<file path="src/rtl/vec_ctrl_pkg.sv">
// Opcode, ALU-code and ALU_SRC constants plus the packed control word for vec_issue_control.
package vec_ctrl_pkg;

    localparam int unsigned OP_W  = 6;
    localparam int unsigned ALU_W = 4;
    localparam int unsigned SRC_W = 2;

    localparam logic [OP_W-1:0] OP_ADD  = 6'h00;
    localparam logic [OP_W-1:0] OP_ADDI = 6'h01;
    localparam logic [OP_W-1:0] OP_SUB  = 6'h02;
    localparam logic [OP_W-1:0] OP_SUBI = 6'h03;
    localparam logic [OP_W-1:0] OP_XOR  = 6'h04;
    localparam logic [OP_W-1:0] OP_XORI = 6'h05;
    localparam logic [OP_W-1:0] OP_MULT = 6'h06;
    localparam logic [OP_W-1:0] OP_SLV  = 6'h07;
    localparam logic [OP_W-1:0] OP_SRV  = 6'h08;
    localparam logic [OP_W-1:0] OP_SCLV = 6'h09;
    localparam logic [OP_W-1:0] OP_SCRV = 6'h0A;
    localparam logic [OP_W-1:0] OP_LW   = 6'h0B;
    localparam logic [OP_W-1:0] OP_SW   = 6'h0C;
    localparam logic [OP_W-1:0] OP_JUMP = 6'h0D;
    localparam logic [OP_W-1:0] OP_BEQ  = 6'h10;
    localparam logic [OP_W-1:0] OP_NOP  = 6'h3F;

    localparam logic [ALU_W-1:0] ALU_ADD   = 4'h0;
    localparam logic [ALU_W-1:0] ALU_SUB   = 4'h1;
    localparam logic [ALU_W-1:0] ALU_MULT  = 4'h2;
    localparam logic [ALU_W-1:0] ALU_XOR   = 4'h3;
    localparam logic [ALU_W-1:0] ALU_ADDV  = 4'h4;
    localparam logic [ALU_W-1:0] ALU_SUBV  = 4'h5;
    localparam logic [ALU_W-1:0] ALU_XORV  = 4'h6;
    localparam logic [ALU_W-1:0] ALU_SLV   = 4'h7;
    localparam logic [ALU_W-1:0] ALU_SRV   = 4'h8;
    localparam logic [ALU_W-1:0] ALU_SCLV  = 4'h9;
    localparam logic [ALU_W-1:0] ALU_SCRV  = 4'hA;
    localparam logic [ALU_W-1:0] ALU_MUX_A = 4'hB;
    localparam logic [ALU_W-1:0] ALU_NOP   = 4'hF;

    localparam logic [SRC_W-1:0] SRC_REG   = 2'b00;
    localparam logic [SRC_W-1:0] SRC_SHIFT = 2'b01;
    localparam logic [SRC_W-1:0] SRC_IMM   = 2'b10;

    typedef struct packed {
        logic             reg_write;
        logic             mem_to_reg;
        logic             mem_write;
        logic             branch;
        logic             not_equal;
        logic [ALU_W-1:0] alu_control;
        logic [SRC_W-1:0] alu_src;
    } ctrl_word_t;

    localparam ctrl_word_t NOP_WORD = '{
        reg_write:   1'b0,
        mem_to_reg:  1'b0,
        mem_write:   1'b0,
        branch:      1'b0,
        not_equal:   1'b0,
        alu_control: ALU_NOP,
        alu_src:     SRC_SHIFT
    };

endpackage

</file>
<file path="src/rtl/vec_issue_control_if.sv">
// Fetch-side and execute-side handshake bundle for vec_issue_control.
interface vec_issue_control_if #(
    parameter int unsigned LANES          = 8,
    parameter int unsigned LANES_PER_BEAT = 2
);
    localparam int unsigned NBEATS = LANES / LANES_PER_BEAT;
    localparam int unsigned BEAT_W = (NBEATS > 1) ? $clog2(NBEATS) : 1;

    logic              in_valid;
    logic              in_ready;
    logic [5:0]        op;
    logic              vec;
    logic              flush;
    logic              out_valid;
    logic              out_ready;
    logic              reg_write;
    logic              mem_to_reg;
    logic              mem_write;
    logic              branch;
    logic              not_equal;
    logic [3:0]        alu_control;
    logic [1:0]        alu_src;
    logic [BEAT_W-1:0] beat;
    logic              last;
    logic [LANES-1:0]  lane_mask;
    logic              illegal;

    modport master (
        output in_valid, op, vec, flush, out_ready,
        input  in_ready, out_valid, reg_write, mem_to_reg, mem_write, branch,
               not_equal, alu_control, alu_src, beat, last, lane_mask, illegal
    );

    modport slave (
        input  in_valid, op, vec, flush, out_ready,
        output in_ready, out_valid, reg_write, mem_to_reg, mem_write, branch,
               not_equal, alu_control, alu_src, beat, last, lane_mask, illegal
    );
endinterface

</file>
<file path="src/rtl/vec_ctrl_decode.sv">
// Combinational OP/VEC -> control word, multi-beat and illegal flags.
// Illegal reporting is enabled by defining VEC_ISSUE_ILLEGAL_EN.
module vec_ctrl_decode
    import vec_ctrl_pkg::*;
(
    input  logic [OP_W-1:0] op,
    input  logic            vec,
    output ctrl_word_t      word_c,
    output logic            multi_c,
    output logic            illegal_c
);

    ctrl_word_t w;
    logic       bad;

    // Opcode table; undefined opcodes and vector forms of scalar-only ops collapse to NOP.
    always_comb begin
        w           = NOP_WORD;
        w.reg_write = 1'b1;
        w.alu_src   = SRC_REG;
        bad         = 1'b0;
        case (op)
            OP_ADD:  w.alu_control = vec ? ALU_ADDV : ALU_ADD;
            OP_ADDI: begin w.alu_control = ALU_ADD; w.alu_src = SRC_IMM; bad = vec; end
            OP_SUB:  w.alu_control = vec ? ALU_SUBV : ALU_SUB;
            OP_SUBI: begin w.alu_control = ALU_SUB; w.alu_src = SRC_IMM; bad = vec; end
            OP_XOR:  w.alu_control = vec ? ALU_XORV : ALU_XOR;
            OP_XORI: begin w.alu_control = vec ? ALU_XORV : ALU_XOR; w.alu_src = SRC_IMM; end
            OP_MULT: begin w.alu_control = ALU_MULT; bad = vec; end
            OP_SLV:  begin w.alu_control = ALU_SLV;  w.alu_src = SRC_SHIFT; end
            OP_SRV:  begin w.alu_control = ALU_SRV;  w.alu_src = SRC_SHIFT; end
            OP_SCLV: begin w.alu_control = ALU_SCLV; w.alu_src = SRC_SHIFT; end
            OP_SCRV: begin w.alu_control = ALU_SCRV; w.alu_src = SRC_SHIFT; end
            OP_LW:   begin w.mem_to_reg = 1'b1; w.alu_control = ALU_ADD; end
            OP_SW:   begin w.reg_write = 1'b0; w.mem_write = 1'b1; w.alu_control = ALU_MUX_A; end
            OP_JUMP: begin
                w.reg_write = 1'b0; w.branch = 1'b1; w.not_equal = 1'b1;
                w.alu_control = ALU_ADD; bad = vec;
            end
            OP_BEQ:  begin w.reg_write = 1'b0; w.branch = 1'b1; w.alu_control = ALU_ADD; bad = vec; end
            OP_NOP:  w = NOP_WORD;
            default: bad = 1'b1;
        endcase
        if (bad) begin
            w = NOP_WORD;
        end
    end

    assign word_c  = w;
    assign multi_c = !bad && (((w.alu_control >= ALU_ADDV) && (w.alu_control <= ALU_SCRV)) ||
                              (((op == OP_LW) || (op == OP_SW)) && vec));

`ifdef VEC_ISSUE_ILLEGAL_EN
    assign illegal_c = bad;
`else
    assign illegal_c = 1'b0;
`endif

endmodule

</file>
<file path="src/rtl/vec_issue_control.sv">
// Registered issue stage: decodes one instruction and sequences it over lane-group beats.
// Optional illegal-opcode flag: VEC_ISSUE_ILLEGAL_EN (see vec_ctrl_decode).
module vec_issue_control
    import vec_ctrl_pkg::*;
#(
    parameter int unsigned LANES          = 8,
    parameter int unsigned LANES_PER_BEAT = 2
) (
    input  logic                clk,
    input  logic                rst_n,
    vec_issue_control_if.slave  bus
);

    localparam int unsigned NBEATS = LANES / LANES_PER_BEAT;
    localparam int unsigned BEAT_W = (NBEATS > 1) ? $clog2(NBEATS) : 1;

    localparam logic [0:0] ST_EMPTY = 1'b0;
    localparam logic [0:0] ST_BUSY  = 1'b1;

    localparam logic [LANES-1:0]  GRP_MASK  = LANES'({LANES_PER_BEAT{1'b1}});
    localparam logic [BEAT_W-1:0] LAST_BEAT = BEAT_W'(NBEATS - 1);

    function automatic logic [LANES-1:0] beat_mask(input logic [BEAT_W-1:0] b);
        return GRP_MASK << (LANES_PER_BEAT * 32'(b));
    endfunction

    logic [0:0]        state_q, state_d;
    ctrl_word_t        word_q, word_d;
    logic [BEAT_W-1:0] beat_q, beat_d;
    logic              last_q, last_d;
    logic [LANES-1:0]  mask_q, mask_d;
    logic              ill_q, ill_d;

    ctrl_word_t        dec_word;
    logic              dec_multi;
    logic              dec_ill;
    logic              in_ready_c;
    logic              accept_c;

    vec_ctrl_decode u_decode (
        .op        (bus.op),
        .vec       (bus.vec),
        .word_c    (dec_word),
        .multi_c   (dec_multi),
        .illegal_c (dec_ill)
    );

    assign in_ready_c = !bus.flush && ((state_q == ST_EMPTY) || (bus.out_ready && last_q));
    assign accept_c   = bus.in_valid && in_ready_c;

    // Next-state: flush beats accept, accept beats advance, stall holds everything.
    always_comb begin
        state_d = state_q;
        word_d  = word_q;
        beat_d  = beat_q;
        last_d  = last_q;
        mask_d  = mask_q;
        ill_d   = ill_q;
        if (bus.flush || (!accept_c && (state_q == ST_BUSY) && bus.out_ready && last_q)) begin
            state_d = ST_EMPTY;
            word_d  = NOP_WORD;
            beat_d  = '0;
            last_d  = 1'b0;
            mask_d  = '0;
            ill_d   = 1'b0;
        end else if (accept_c) begin
            state_d = ST_BUSY;
            word_d  = dec_word;
            beat_d  = '0;
            last_d  = !dec_multi || (NBEATS == 1);
            mask_d  = dec_multi ? beat_mask('0) : LANES'(1);
            ill_d   = dec_ill;
        end else if ((state_q == ST_BUSY) && bus.out_ready) begin
            beat_d  = beat_q + BEAT_W'(1);
            last_d  = (beat_d == LAST_BEAT);
            mask_d  = beat_mask(beat_d);
        end
    end

    // State and output registers.
    always_ff @(posedge clk or negedge rst_n) begin
        if (!rst_n) begin
            state_q <= ST_EMPTY;
            word_q  <= NOP_WORD;
            beat_q  <= '0;
            last_q  <= 1'b0;
            mask_q  <= '0;
            ill_q   <= 1'b0;
        end else begin
            state_q <= state_d;
            word_q  <= word_d;
            beat_q  <= beat_d;
            last_q  <= last_d;
            mask_q  <= mask_d;
            ill_q   <= ill_d;
        end
    end

    assign bus.in_ready    = in_ready_c;
    assign bus.out_valid   = (state_q == ST_BUSY);
    assign bus.reg_write   = word_q.reg_write;
    assign bus.mem_to_reg  = word_q.mem_to_reg;
    assign bus.mem_write   = word_q.mem_write;
    assign bus.branch      = word_q.branch;
    assign bus.not_equal   = word_q.not_equal;
    assign bus.alu_control = word_q.alu_control;
    assign bus.alu_src     = word_q.alu_src;
    assign bus.beat        = beat_q;
    assign bus.last        = last_q;
    assign bus.lane_mask   = mask_q;
    assign bus.illegal     = ill_q;

endmodule

</file>
<file path="src/flat_wrapper.sv">
// flat-port wrapper written by rule: the top's interface ports become plain ports
module vec_issue_control_flat import vec_ctrl_pkg::*;
#(
    parameter int unsigned LANES          = 8,
    parameter int unsigned LANES_PER_BEAT = 2
)
  (clk, rst_n, bus_in_valid, bus_op, bus_vec, bus_flush, bus_out_ready, bus_in_ready, bus_out_valid, bus_reg_write, bus_mem_to_reg, bus_mem_write, bus_branch, bus_not_equal, bus_alu_control, bus_alu_src, bus_beat, bus_last, bus_lane_mask, bus_illegal);
  vec_issue_control_if #(.LANES(LANES), .LANES_PER_BEAT(LANES_PER_BEAT)) bus_i ();
  input  logic clk;
  input  logic rst_n;
  input wire logic [$bits(bus_i.in_valid)-1:0] bus_in_valid;
  input wire logic [$bits(bus_i.op)-1:0] bus_op;
  input wire logic [$bits(bus_i.vec)-1:0] bus_vec;
  input wire logic [$bits(bus_i.flush)-1:0] bus_flush;
  input wire logic [$bits(bus_i.out_ready)-1:0] bus_out_ready;
  output wire logic [$bits(bus_i.in_ready)-1:0] bus_in_ready;
  output wire logic [$bits(bus_i.out_valid)-1:0] bus_out_valid;
  output wire logic [$bits(bus_i.reg_write)-1:0] bus_reg_write;
  output wire logic [$bits(bus_i.mem_to_reg)-1:0] bus_mem_to_reg;
  output wire logic [$bits(bus_i.mem_write)-1:0] bus_mem_write;
  output wire logic [$bits(bus_i.branch)-1:0] bus_branch;
  output wire logic [$bits(bus_i.not_equal)-1:0] bus_not_equal;
  output wire logic [$bits(bus_i.alu_control)-1:0] bus_alu_control;
  output wire logic [$bits(bus_i.alu_src)-1:0] bus_alu_src;
  output wire logic [$bits(bus_i.beat)-1:0] bus_beat;
  output wire logic [$bits(bus_i.last)-1:0] bus_last;
  output wire logic [$bits(bus_i.lane_mask)-1:0] bus_lane_mask;
  output wire logic [$bits(bus_i.illegal)-1:0] bus_illegal;
  assign bus_i.in_valid = bus_in_valid;
  assign bus_i.op = bus_op;
  assign bus_i.vec = bus_vec;
  assign bus_i.flush = bus_flush;
  assign bus_i.out_ready = bus_out_ready;
  assign bus_in_ready = bus_i.in_ready;
  assign bus_out_valid = bus_i.out_valid;
  assign bus_reg_write = bus_i.reg_write;
  assign bus_mem_to_reg = bus_i.mem_to_reg;
  assign bus_mem_write = bus_i.mem_write;
  assign bus_branch = bus_i.branch;
  assign bus_not_equal = bus_i.not_equal;
  assign bus_alu_control = bus_i.alu_control;
  assign bus_alu_src = bus_i.alu_src;
  assign bus_beat = bus_i.beat;
  assign bus_last = bus_i.last;
  assign bus_lane_mask = bus_i.lane_mask;
  assign bus_illegal = bus_i.illegal;
  vec_issue_control #(.LANES(LANES), .LANES_PER_BEAT(LANES_PER_BEAT)) u_core (.clk(clk), .rst_n(rst_n), .bus(bus_i));
endmodule
</file>
<file path="config.mk">
export PLATFORM = sky130hd
export DESIGN_NAME = vec_issue_control_flat
export DESIGN_NICKNAME = d
export VERILOG_FILES = /design/src/rtl/vec_ctrl_pkg.sv /design/src/rtl/vec_issue_control_if.sv /design/src/rtl/vec_ctrl_decode.sv /design/src/rtl/vec_issue_control.sv /design/src/flat_wrapper.sv
export SDC_FILE = /design/constraint.sdc
export NUM_CORES = 1
export LEC_CHECK = 0
export CORE_MARGIN = 5
export CORE_UTILIZATION = 30
export CTS_CLUSTER_DIAMETER = 120
export DETAILED_ROUTE_END_ITERATION = 6
export PLACE_DENSITY = 0.65
export SYNTH_ARGS = -nofsm -noshare
export SYNTH_HDL_FRONTEND = slang
export SYNTH_SLANG_ARGS = --single-unit
</file>
<file path="constraint.sdc">
create_clock -name clk -period 1.8 [get_ports clk]
set_input_delay 0.36 -clock clk [delete_from_list [all_inputs] [get_ports clk]]
set_output_delay 0.36 -clock clk [all_outputs]
set_load 0.01 [all_outputs]
</file>
======== After elaboration in Yosys (flattened, before gate mapping) ========
Index checks and enable logic that the tools add are counted.
storage, ports and cells
  register bits after elaboration ......... 24
  output and inout bits ................... 25
cells by class
  add/subtract/negate cells ............... 1
  order comparisons ....................... 2
  eq/ne operators ......................... 16
  shift-type cells ........................ 1
  mux-type cells .......................... 28
  bitwise gates (word level) .............. 1
  reduce and logical (&&, ||, !) cells .... 29
operators by type and width
  operator             number
  $pmux 4 s11          1
  $eq 6x4->1 const B   6
  $mux 11              3
  $eq 6x3->1 const B   4
  $mux 8               3
  $eq 6x2->1 const B   2
  $mux 1               12
  $reduce_or 11->1     1
  $logic_and 1x1->1    10
  $reduce_or 5->1      2
  $mux 3               3
  $mux 2               4
  $reduce_or 4->1      2
  $shl 2x3->8 const A  1
  $eq 6x1->1 const B   1
  $eq 6x5->1 const B   1
  $eq 6x6->1 const B   1
  $logic_not 6->1      1
  $ge 4x3->1 const B   1
  $le 4x4->1 const B   1
  $logic_not 1->1      4
  $logic_or 1x1->1     4
  $pmux 2 s2           1
  $reduce_or 2->1      2
  7 further kinds      7

======== Longest topological paths before layout ========
  depth after elaboration ................. 11
  gate-level depth with buffers ........... 7

======== Modules after synthesis ========
From an unflattened synthesis, not the netlist that was laid out.
second synthesis, totals
  cells, all modules ...................... 157
  area total of the unflattened synthesis .. 1407.6 um^2
modules (own cells, without submodules)
  module             instances  cells each  area each (um^2)  seq. area each (um^2)
  vec_issue_control  1          83          969.7             531.8
  vec_ctrl_decode    1          74          437.9             0.0

======== Least setup slack after synthesis ========
No wires, ideal clock.
  path type ............................... in2reg
  from .................................... input port bus_op[3]
  to ...................................... register u_core.word_q, in the netlist u_core.bus.alu_src[1]
  setup time .............................. 0.122 ns
  arrival ................................. 1.567 ns
  data required time ...................... 1.678 ns
  setup slack ............................. 0.111 ns
  cell stages on the path ................. 5
  buffers on the path ..................... 1
  cells stage by stage .................... buf_6 or4_1 o22a_2 and2_4 a32o_1
on the way
  longest elaborated chain between the ends .. 6
  elaborated cells between the ends (all ways) .. 25
  those cells by class .................... 15 x eq/ne; 5 x mux; 5 x reduce/logical
RTL lines
  what                                                             line                     source
  start, declared                                                  flat_wrapper.sv:12       input wire logic [$bits(bus_i.op)-1:0] bus_op;
  $eq 6x4->1, or another cell as far along                         vec_ctrl_decode.sv:22    case (op)
  $reduce_or 11->1 (no source line), or another cell as far along  n/a
  $pmux 1 s2 / $pmux 2 s2 (equally long branches)                  vec_ctrl_decode.sv:22
  $mux 11 (*)                                                      vec_ctrl_decode.sv:44    if (bad) begin
  $mux 11 (*)                                                      vec_issue_control.sv:66  end else if (accept_c) begin
  $mux 11 (*)                                                      vec_issue_control.sv:59  if (bus.flush || (!accept_c && (state_q == ST_BUSY) && bus.out_ready && last_q)) begin
  end signal, assigned                                             vec_issue_control.sv:91  word_q <= word_d;
  end, declared                                                    vec_issue_control.sv:28  ctrl_word_t word_q, word_d;
Every way passes the cells marked *; elsewhere a longest branch is shown, timed or not. The select of a mux whose other input is x is not followed.
A chain may end at the register's enable or synchronous reset.

======== Final worst setup path ========
Same ends and word-level chain as after synthesis.

==> impl_results.md <==
* Reg clk slew, reported paths at 80 ps
* Num CTS Buffers at 3
* DR iter-0 viols at 53
* CP cell instances: clkdlybuf4s50_1 > or4_4 > o22a_4 > and2_4 > a32o_1
* Share of the synthesized area in the top cell type at 29.15%
* Vias per cell at 4.914
* CTS tree: yes
* Fillcell total at 407
* Routability congestion estimate at 0.8019
* Cts hold-fix bufs at 0
* CTS max path bufs at 2
* Syn_area_per_cell at 8.641 um^2
* Drt first pass iters at 4
* CP Data Required Time at 1940 ps
* Port-buffer cells at 35
* Final wirelength at 3429 um
* Non-Filler Instances at 255
* Max FFs per register at 5
* Area delta synth->final at 50.44%
* Critical path capture point type: flip-flop
* CP max stage delay at 520 ps
* Leak Pwr at 0.8356 nW
* Die width at 75.51 um
* DRC viols at 0
* Slowest CP cell: or4_4
* Synth top area cells: dfrtp_1, dfstp_2, nor2_1
* Synth area leader: dfrtp_1
* Yosys reg bits at 20
* Antenna Violating Nets Remaining at 0
* Vias at 1253
* Period utilization at 98.29%
* Peak supply drop at 0.2738 mV
* CP Class: in -> reg
* Fin. max-slew vios at 0
* Post-CTS setup buffer count at 0
* Layout cell share with drive strength beyond 1 at 25.37%
* EDFF count, synth at 0
* Initial Util at 31.51%
* Min Tclk post-route at 1769 ps
* Root Driver: clkbuf_8
* Status: complete, no violations
* Worst Skew at 4.158 ps
* Final hold vios at 0
* Largest net degree at the start of global routing at 21
* Post-Syn Instances at 149
* Die area at 5702 um^2
* Synthesized area at 1287 um^2
* Vias in the first global route at 1223
* Nature of the critical path startpoint: input pin
* Synth unique cells at 46
* H-tree lvl count at 1
* Die height at 75.51 um
* Final HPWL DP at 2638 um
* Total clock sinks at 20
* Wirelength per Cell at 13.45 um
* Largest fanout on the critical path at 3
* Placed cell count at 251
* Core area at 4086 um^2
* Top FF cell, synth: dfrtp_1
* HP Class: in -> async
* GRT Overall Usage at 12.51%
* Overflow after GRT at 0
* Finished Core Util at 47.40%
* CP arrival at 1910 ps
* Fraction of registers with async set/reset at 100.0%
* Clk_lat worst skew at 250 ps
* Max Cap Viol at 0
* Syn_nets at 165
* Post-DP Area at 1862 um^2
* N_diodes at 0
* First-pass GRT wire length at 5568 um
* Pwr per Cell Area at 544.4 nW/um^2
* RSZ-0062 raised after global routing: no
* Row cnt at 23
* Fmax at 0.5652 GHz
* # setup viols final at 0
* Antenna violations before repair at 0
* Post-synthesis sequential area ratio at 39.36%
* Nets at 222
* Number of synthesis warnings at 0
* I/O Pins at 37
* Fin area at 1937 um^2
## power breakdown
group / switching (mW) / internal, mW / total (mW)
registers: 0.0112 / 0.466 / 0.477
logic: 0.131 / 0.141 / 0.272
clock network: 0.148 / 0.157 / 0.306
total: 0.290 / 0.764 / 1.05
## Yosys cell counts, drive strengths merged, types with 3 or more instances
cell type  instances
a21oi              8
a32o               4
buf                6
clkbuf             9
dfrtp             15
dfstp              5
ha                 4
inv                7
nand2             13
nand3              7
nor2              18
nor2b              3
o21ai              5
o22a               5
## logic make-up (layout without fill, tap and decap cells)
logic type | count (synthesis) | in the layout | synth area share [%]
DFF | 20 | 20 | 39.36
other | 1 | 1 | 0.2913
xor gates and xnor gates | 3 | 3 | 2.041
muxes | 2 | 2 | 1.652
adders and majority gates | 4 | 4 | 3.887
and+or+nand+nor | 58 | 58 | 22.06
buffers and inverters | 22 | 78 | 8.163
AOI/OAI and AO/OA | 39 | 39 | 22.55
## per-stage QoR
step | hold WS [ps] | setup WS, ps | TNS, ps | power (mW)
4_1_cts | 450.2 | 26.21 | 0 | 1.055
5_1_grt | 474.4 | 6.303 | 0 | 1.105
3_3_place_gp | 484.5 | -239.8 | -3014 | 0.7500
3_5_place_dp | 489.4 | -244.3 | -3061 | 0.7528
2_1_floorplan | 64.41 | 111.4 | 0 | 0.6104
6_report | 441.1 | 30.80 | 0 | 1.055
## layout by cell type (no fill, tap or decap), types with 3 or more instances in the layout
cell,netlist,layout
buf_4,4,30
clkbuf_8,0,3
nor2_1,18,16
o21ai_0,5,5
nor2b_1,3,3
o22a_1,4,4
clkdlybuf4s50_1,0,33
nand2_1,13,13
dfrtp_1,15,15
nand3_1,7,6
a32o_1,4,4
a21oi_1,8,8
ha_1,4,4
inv_1,7,7
dfstp_2,5,5
## path summary, 6_finish.rpt
path	startpoint	end	slack, ps	depth (start not counted)
max	bus_op[3]	u_core.bus.alu_src[1]	30	5
min	rst_n	u_core.bus.lane_mask[3]	440	2
max reg2reg	u_core.bus.last	u_core.bus.mem_to_reg	220	7
min reg2reg	u_core.bus.not_equal	u_core.bus.not_equal	500	1
max in group asynchronous	rst_n	u_core.bus.alu_control[3]	1080	2
min in group clk	u_core.bus.not_equal	u_core.bus.not_equal	500	1
## per-layer routing
| metal | vias up | routed length, um | global-route usage (%) |
|---|---|---|---|
| met3 | 2 | 124 | 1.979 |
| li1 | 636 | - | - |
| met2 | 21 | 1700 | 20.71 |
| met5 | - | 0 | 0 |
| met1 | 594 | 1576 | 17.15 |
| met4 | 0 | 27 | 2.913 |
## worst max-delay path, delay by kind of cell
kind	cells	cell delay, ps
AO/OA/AOI/OAI	2	440
buffers and inverters	1	440
AND/OR/NAND/NOR	2	680
## layout make-up
cell class                      instances  area [um^2]  area share, %
Multi-Input combinational cell        107        696.9          35.98
Clock buffer                            4        45.04          2.326
Tap cell                               50        62.56          3.230
Sequential cell                        20        506.7          26.16
Inverter                                7        26.28          1.357
Timing Repair Buffer                   67        599.3          30.94
## timing repair
| action | 4_1_cts | 5_1_grt |
|---|---|---|
| pin swaps | 0 | 1 |
| setup endpoints to repair | 1 | 15 |
| resized for setup | 1 | 8 |
Power figures use the tool's default switching activity.
